**src/rtl/collision_scan_engine.sv**
```systemverilog
// Time-multiplexed player-vs-obstacle collision checker: snapshots a frame on start, then tests one obstacle per clock.
// Optional build macro: COLLISION_STICKY_EN (collision flag latches until rst).
module collision_scan_engine #(
  parameter int N_OBJ   = 3,
  parameter int COORD_W = 10,
  parameter int PX_OFF  = 14,
  parameter int PY_OFF  = 0,
  parameter int P_W     = 8,
  parameter int P_H     = 20,
  parameter int OBJ_W   = 32,
  parameter int OBJ_H   = 15,
  localparam int IDX_W  = (N_OBJ > 1) ? $clog2(N_OBJ) : 1
) (
  input  logic                       clk,
  input  logic                       rst,
  input  logic                       start,
  input  logic [COORD_W-1:0]         player_x,
  input  logic [COORD_W-1:0]         player_y,
  input  logic [N_OBJ*COORD_W-1:0]   obj_x,
  input  logic [N_OBJ*COORD_W-1:0]   obj_y,
  input  logic [N_OBJ-1:0]           obj_valid,
  output logic                       busy,
  output logic                       done,
  output logic [N_OBJ-1:0]           hit_mask,
  output logic [IDX_W-1:0]           first_idx,
  output logic                       collision
);

  localparam int EXT_W = COORD_W + 2;

  typedef enum logic [0:0] {IDLE = 1'b0, SCAN = 1'b1} state_t;

  state_t                     state_r, state_s;
  logic                       capture_s, finish_s, last_s, obj_hit_s;
  logic [IDX_W-1:0]           idx_r;
  logic [COORD_W-1:0]         px_r, py_r, cur_ox_s, cur_oy_s;
  logic [N_OBJ*COORD_W-1:0]   ox_r, oy_r;
  logic [N_OBJ-1:0]           valid_r, work_mask_r, final_mask_s;
  logic                       busy_r, done_r, collision_r;
  logic [N_OBJ-1:0]           hit_mask_r;
  logic [IDX_W-1:0]           first_idx_r;

  // Sums are widened so boxes near the top of the coordinate range cannot wrap into a false result.
  function automatic logic box_hit(input logic [COORD_W-1:0] px, input logic [COORD_W-1:0] py,
                                   input logic [COORD_W-1:0] ox, input logic [COORD_W-1:0] oy);
    logic [EXT_W-1:0] p_l, p_r, p_t, p_b, o_l, o_r, o_t, o_b;
    p_l = EXT_W'(px) + EXT_W'(PX_OFF);
    p_r = p_l + EXT_W'(P_W);
    p_t = EXT_W'(py) + EXT_W'(PY_OFF);
    p_b = p_t + EXT_W'(P_H);
    o_l = EXT_W'(ox);
    o_r = o_l + EXT_W'(OBJ_W);
    o_t = EXT_W'(oy);
    o_b = o_t + EXT_W'(OBJ_H);
    box_hit = (o_r > p_l) && (o_l < p_r) && (o_b > p_t) && (o_t < p_b);
  endfunction

  function automatic logic [IDX_W-1:0] prio_enc(input logic [N_OBJ-1:0] m);
    prio_enc = '0;
    for (int i = N_OBJ - 1; i >= 0; i--) begin
      if (m[i]) prio_enc = IDX_W'(i);
    end
  endfunction

  // Test the shadow obstacle selected by idx and fold it into the running mask.
  always_comb begin
    cur_ox_s     = ox_r[idx_r*COORD_W +: COORD_W];
    cur_oy_s     = oy_r[idx_r*COORD_W +: COORD_W];
    obj_hit_s    = valid_r[idx_r] & box_hit(px_r, py_r, cur_ox_s, cur_oy_s);
    last_s       = (idx_r == IDX_W'(N_OBJ - 1));
    if (obj_hit_s) begin
      final_mask_s = work_mask_r | (N_OBJ'(1'b1) << idx_r);
    end else begin
      final_mask_s = work_mask_r;
    end
  end

  // FSM state register.
  always_ff @(posedge clk) begin
    if (rst) begin
      state_r <= IDLE;
    end else begin
      state_r <= state_s;
    end
  end

  // FSM next-state and control strobes.
  always_comb begin
    state_s   = state_r;
    capture_s = 1'b0;
    finish_s  = 1'b0;
    case (state_r)
      IDLE: begin
        if (start) begin
          state_s   = SCAN;
          capture_s = 1'b1;
        end else begin
          state_s = IDLE;
        end
      end
      SCAN: begin
        if (last_s) begin
          state_s  = IDLE;
          finish_s = 1'b1;
        end else begin
          state_s = SCAN;
        end
      end
      default: state_s = IDLE;
    endcase
  end

  // Snapshot, scan index, working mask and registered result outputs.
  always_ff @(posedge clk) begin
    if (rst) begin
      idx_r       <= '0;
      px_r        <= '0;
      py_r        <= '0;
      ox_r        <= '0;
      oy_r        <= '0;
      valid_r     <= '0;
      work_mask_r <= '0;
      busy_r      <= 1'b0;
      done_r      <= 1'b0;
      hit_mask_r  <= '0;
      first_idx_r <= '0;
      collision_r <= 1'b0;
    end else begin
      done_r <= finish_s;
      if (capture_s) begin
        px_r        <= player_x;
        py_r        <= player_y;
        ox_r        <= obj_x;
        oy_r        <= obj_y;
        valid_r     <= obj_valid;
        work_mask_r <= '0;
        idx_r       <= '0;
        busy_r      <= 1'b1;
      end else if (state_r == SCAN) begin
        work_mask_r <= final_mask_s;
        if (finish_s) begin
          idx_r       <= '0;
          busy_r      <= 1'b0;
          hit_mask_r  <= final_mask_s;
          first_idx_r <= prio_enc(final_mask_s);
`ifdef COLLISION_STICKY_EN
          collision_r <= collision_r | (|final_mask_s);
`else
          collision_r <= |final_mask_s;
`endif
        end else begin
          idx_r <= idx_r + IDX_W'(1);
        end
      end else begin
        busy_r <= 1'b0;
      end
    end
  end

  assign busy      = busy_r;
  assign done      = done_r;
  assign hit_mask  = hit_mask_r;
  assign first_idx = first_idx_r;
  assign collision = collision_r;

endmodule
```
**config.mk**
```make
export PLATFORM = sky130hd
export DESIGN_NAME = collision_scan_engine
export DESIGN_NICKNAME = d
export VERILOG_FILES = /design/src/rtl/collision_scan_engine.sv
export SDC_FILE = /design/constraint.sdc
export NUM_CORES = 1
export LEC_CHECK = 0
export ABC_AREA = 1
export CAP_MARGIN = 15
export CORE_ASPECT_RATIO = 0.75
export CORE_UTILIZATION = 23
export CTS_BUF_LIST = sky130_fd_sc_hd__clkbuf_8 sky130_fd_sc_hd__clkbuf_16
export CTS_CLUSTER_DIAMETER = 40
export DETAILED_ROUTE_END_ITERATION = 6
export GPL_ROUTABILITY_DRIVEN = 0
export SKIP_CTS_REPAIR_TIMING = 1
export SLEW_MARGIN = 20
export SYNTH_ARGS = -nofsm -noshare
export SYNTH_HDL_FRONTEND = slang
export SYNTH_SLANG_ARGS = --single-unit
```
**constraint.sdc**
```tcl
create_clock -name clk -period 7.5 [get_ports clk]
set_input_delay 0.75 -clock clk [delete_from_list [all_inputs] [get_ports clk]]
set_output_delay 0.75 -clock clk [all_outputs]
set_load 0.01 [all_outputs]
```
==> impl_metrics.py <==
metrics = {
    "clock_tree": {
        "cts_tree": "done",
        "ctsHtreeMaxLevel": 3,
        "path_clk_slew_ns": 0.07,
        "cts_buffer_depth": 2,
        "clk_latency_ns": 0.35,
        "clkSinkCount": 97,
        "root_buffer": "clkbuf_16",
        "cts_made_buffers": 9,
    },
    "critical_path": {
        "end_kind": "flip-flop",
        "crit_start": "idx_r[1]",
        "worstPathArrival_ns": 3.93,
        "crit-reg2reg-launch": "idx_r[1]",
        "timing.rr.end": "collision",
        "crit_top_cell": "nand2_1",
        "ff2ff_setup_slack_ns": 3.82,
        "slowest_stage": "dfxtp_1",
        "crit_path_max_fanout": 8,
        "reg2reg_depth": 28,
        "critPathKind": "flip-flop to flip-flop",
        "slowest_delay_ns": 0.53,
        "crit_required_ns": 7.75,
        "critPathLaunchType": "flip-flop",
        "worstSetupEndpoint": "collision",
    },
    "synthesis": {
        "synth.distinct_cells": 34,
        "synth_cells": 757,
        "yosysSeqAreaShare": 0.367,
        "synth_area_um2": 5300,
        "synth_nets": 885,
        "ys_warn_count": 0,
        "syn_area_per_cell_um2": 7.00,
        "yosys_register_bits": 97,
    },
    "floorplan": {
        "initial_utilization": 0.237,
        "core_region_area_um2": 22300,
        "io_pins": 94,
        "dieArea_um2": 23600,
        "die_h_um": 133,
        "die_width_um": 177,
        "num_rows": 47,
    },
    "layout": {
        "drive_gt1_frac": 0.0430,
        "final_cell_mix": "147 x nor2_1, 129 x nand2_1, 97 x dfxtp_1",
        "num-nets-final": 960,
        "multi_input_area_um2": 2940,
        "synthToLayoutAreaGrowth_pct": 27.7,
        "final_common_cell": "nor2_1",
        "fill_cells": 2439,
        "seqCellArea_um2": 1940,
        "antenna_cells": 0,
    },
    "global_route": {
        "grt-ovfl-total": 0,
        "grt_pass1_wl_mm": 23.7,
        "grt_pass1_vias": 4710,
        "grt.total_usage": 0.127,
        "grt_antenna_before_repair": 0,
        "grt_max_degree": 68,
    },
    "sta": {
        "max_slew_margin": 0.502,
        "setup_tns_ns": 0,
        "period_needed_ns": 3.68,
        "final-max-slew-violation-count": 0,
        "period_share": 0.491,
        "rsz0062_at_grt": "no",
        "worst_pin_slew_ns": 0.746,
        "setup_viol": 0,
        "skew_ns": 0.00600,
        "fmax_mhz": 271,
        "hold_viol": 0,
    },
    "route": {
        "vias": 4875,
        "drtAntennaViolNets": 0,
        "routed_wl_mm": 14.4,
        "first_pass_iters": 4,
        "drt-wirelength-per-cell_um": 12.7,
        "dr.first_iter.drc_count": 239,
        "drc": 0,
        "viasPerCell": 4.31,
    },
    "placement": {
        "numPortBuffers": 93,
        "dp_hpwl_mm": 11.3,
    },
    "hold_path": {
        "hp-class": "flip-flop to flip-flop",
        "min_from": "work_mask_r[2]",
    },
    "power": {
        "powerDensity_nw_per_um2": 205,
        "finalPower_mw": 1.38,
        "vdd_ir_drop_max_uv": 120,
        "leakage_nw": 2.93,
    },
    "status": {
        "status": "completed",
    },
    "run": {
        "max_cap_violations": 0,
    },
}
-- worst min-delay path by stage --
stage                endpoint  slack [ns]  cells after the start
2_1_floorplan        oy_r[23]        0.42                      2
3_3_place_gp         oy_r[23]        0.44                      2
3_5_place_dp         ox_r[20]        0.45                      2
4_1_cts              ox_r[20]        0.46                      2
5_1_grt        work_mask_r[2]        0.49                      2
6_report       work_mask_r[2]        0.46                      2
-- report_power, final --
part	internal (mW)	switching [mW]	leakage (nW)
Clock	0.234	0.206	0.127
Sequential	0.556	0.0258	0.802
Combinational	0.152	0.210	2.00
Total	0.942	0.442	2.93
-- layout make-up --
| type | instances | share of cell area |
|---|---|---|
| clock inverters | 6 | 0.00648 |
| inverters | 74 | 0.0411 |
| multi-input cells | 554 | 0.434 |
| well taps | 294 | 0.0544 |
| flip-flops and latches | 97 | 0.287 |
| clock buffers | 10 | 0.0353 |
| repair buffers | 96 | 0.141 |
-- cell usage after synthesis --
cell,number,area share
nor2_1,147,0.10
nand2_1,130,0.092
dfxtp_1,97,0.37
o21ai_0,92,0.087
inv_1,70,0.050
a21oi_1,45,0.043
ha_1,42,0.099
nand3_1,30,0.028
clkbuf_1,25,0.018
xor2_1,19,0.031
nand4_1,10,0.012
nor3_1,7,0.0066
nand3_2,5,0.0094
xnor2_1,5,0.0083
a221oi_1,4,0.0066
inv_2,3,0.0021
nor2_2,3,0.0035
a211oi_1,2,0.0028
a31oi_1,2,0.0024
buf_1,2,0.0014
buf_2,2,0.0019
buf_6,2,0.0043
nor3b_1,2,0.0028
a221oi_2,1,0.0028
a22oi_1,1,0.0014
buf_4,1,0.0014
clkinv_1,1,0.00071
nand2_2,1,0.0012
nor2_4,1,0.0021
nor3_2,1,0.0019
nor4_1,1,0.0012
o21a_1,1,0.0014
o21bai_1,1,0.0014
o221ai_1,1,0.0017
-- worst max-delay path: cells and delay by family (launching register included) --
family	cells	cell delay (ns)
adder cells (fa/ha/maj)	2	0.55
AND/OR/NAND/NOR	18	1.57
buffers and inverters	4	0.26
AO/OA/AOI/OAI	3	0.54
XOR/XNOR	1	0.14
flip-flops	1	0.53
-- logic make-up (layout without fill, tap and decap cells) --
logic type | after synthesis | count (layout) | share of synthesized area
AOI/OAI and AO/OA | 150 | 150 | 0.150
buffers and inverters | 106 | 186 | 0.0791
and+or+nand+nor | 338 | 338 | 0.265
DFF | 97 | 97 | 0.367
xor gates and xnor gates | 24 | 24 | 0.0397
adders and majority gates | 42 | 42 | 0.0992
-- flip-flops by register name, summed over array words and instances, names as in the netlist, 2 cells and up --
name         cells
first_idx        2
px_r            10
valid_r          3
oy_r            30
idx_r            2
hit_mask         3
py_r            10
work_mask_r      3
ox_r            30
-- per-stage QoR --
stage | utilization | std cells | worst slack [ns] | hold WS (ns) | cell area (um2)
floorplan | - | 757 | 4.54 | 0.425 | 5300
global placement | 0.290 | 1115 | 3.99 | 0.444 | 6480
detailed placement | 0.290 | 1115 | 3.88 | 0.449 | 6480
CTS | 0.303 | 1131 | 3.86 | 0.460 | 6760
global route | 0.303 | 1131 | 3.48 | 0.485 | 6760
finish | 0.303 | 1131 | 3.82 | 0.457 | 6760
-- layer usage --
layer  routed length, um  GRT usage  vias up
met5                   0          0        -
met4                 176     0.0239        0
met3                 789     0.0420       10
met2                5900      0.188       77
met1                7490      0.179     2181
li1                    -          -     2607
Note: power is estimated with default switching activity, not from simulation.
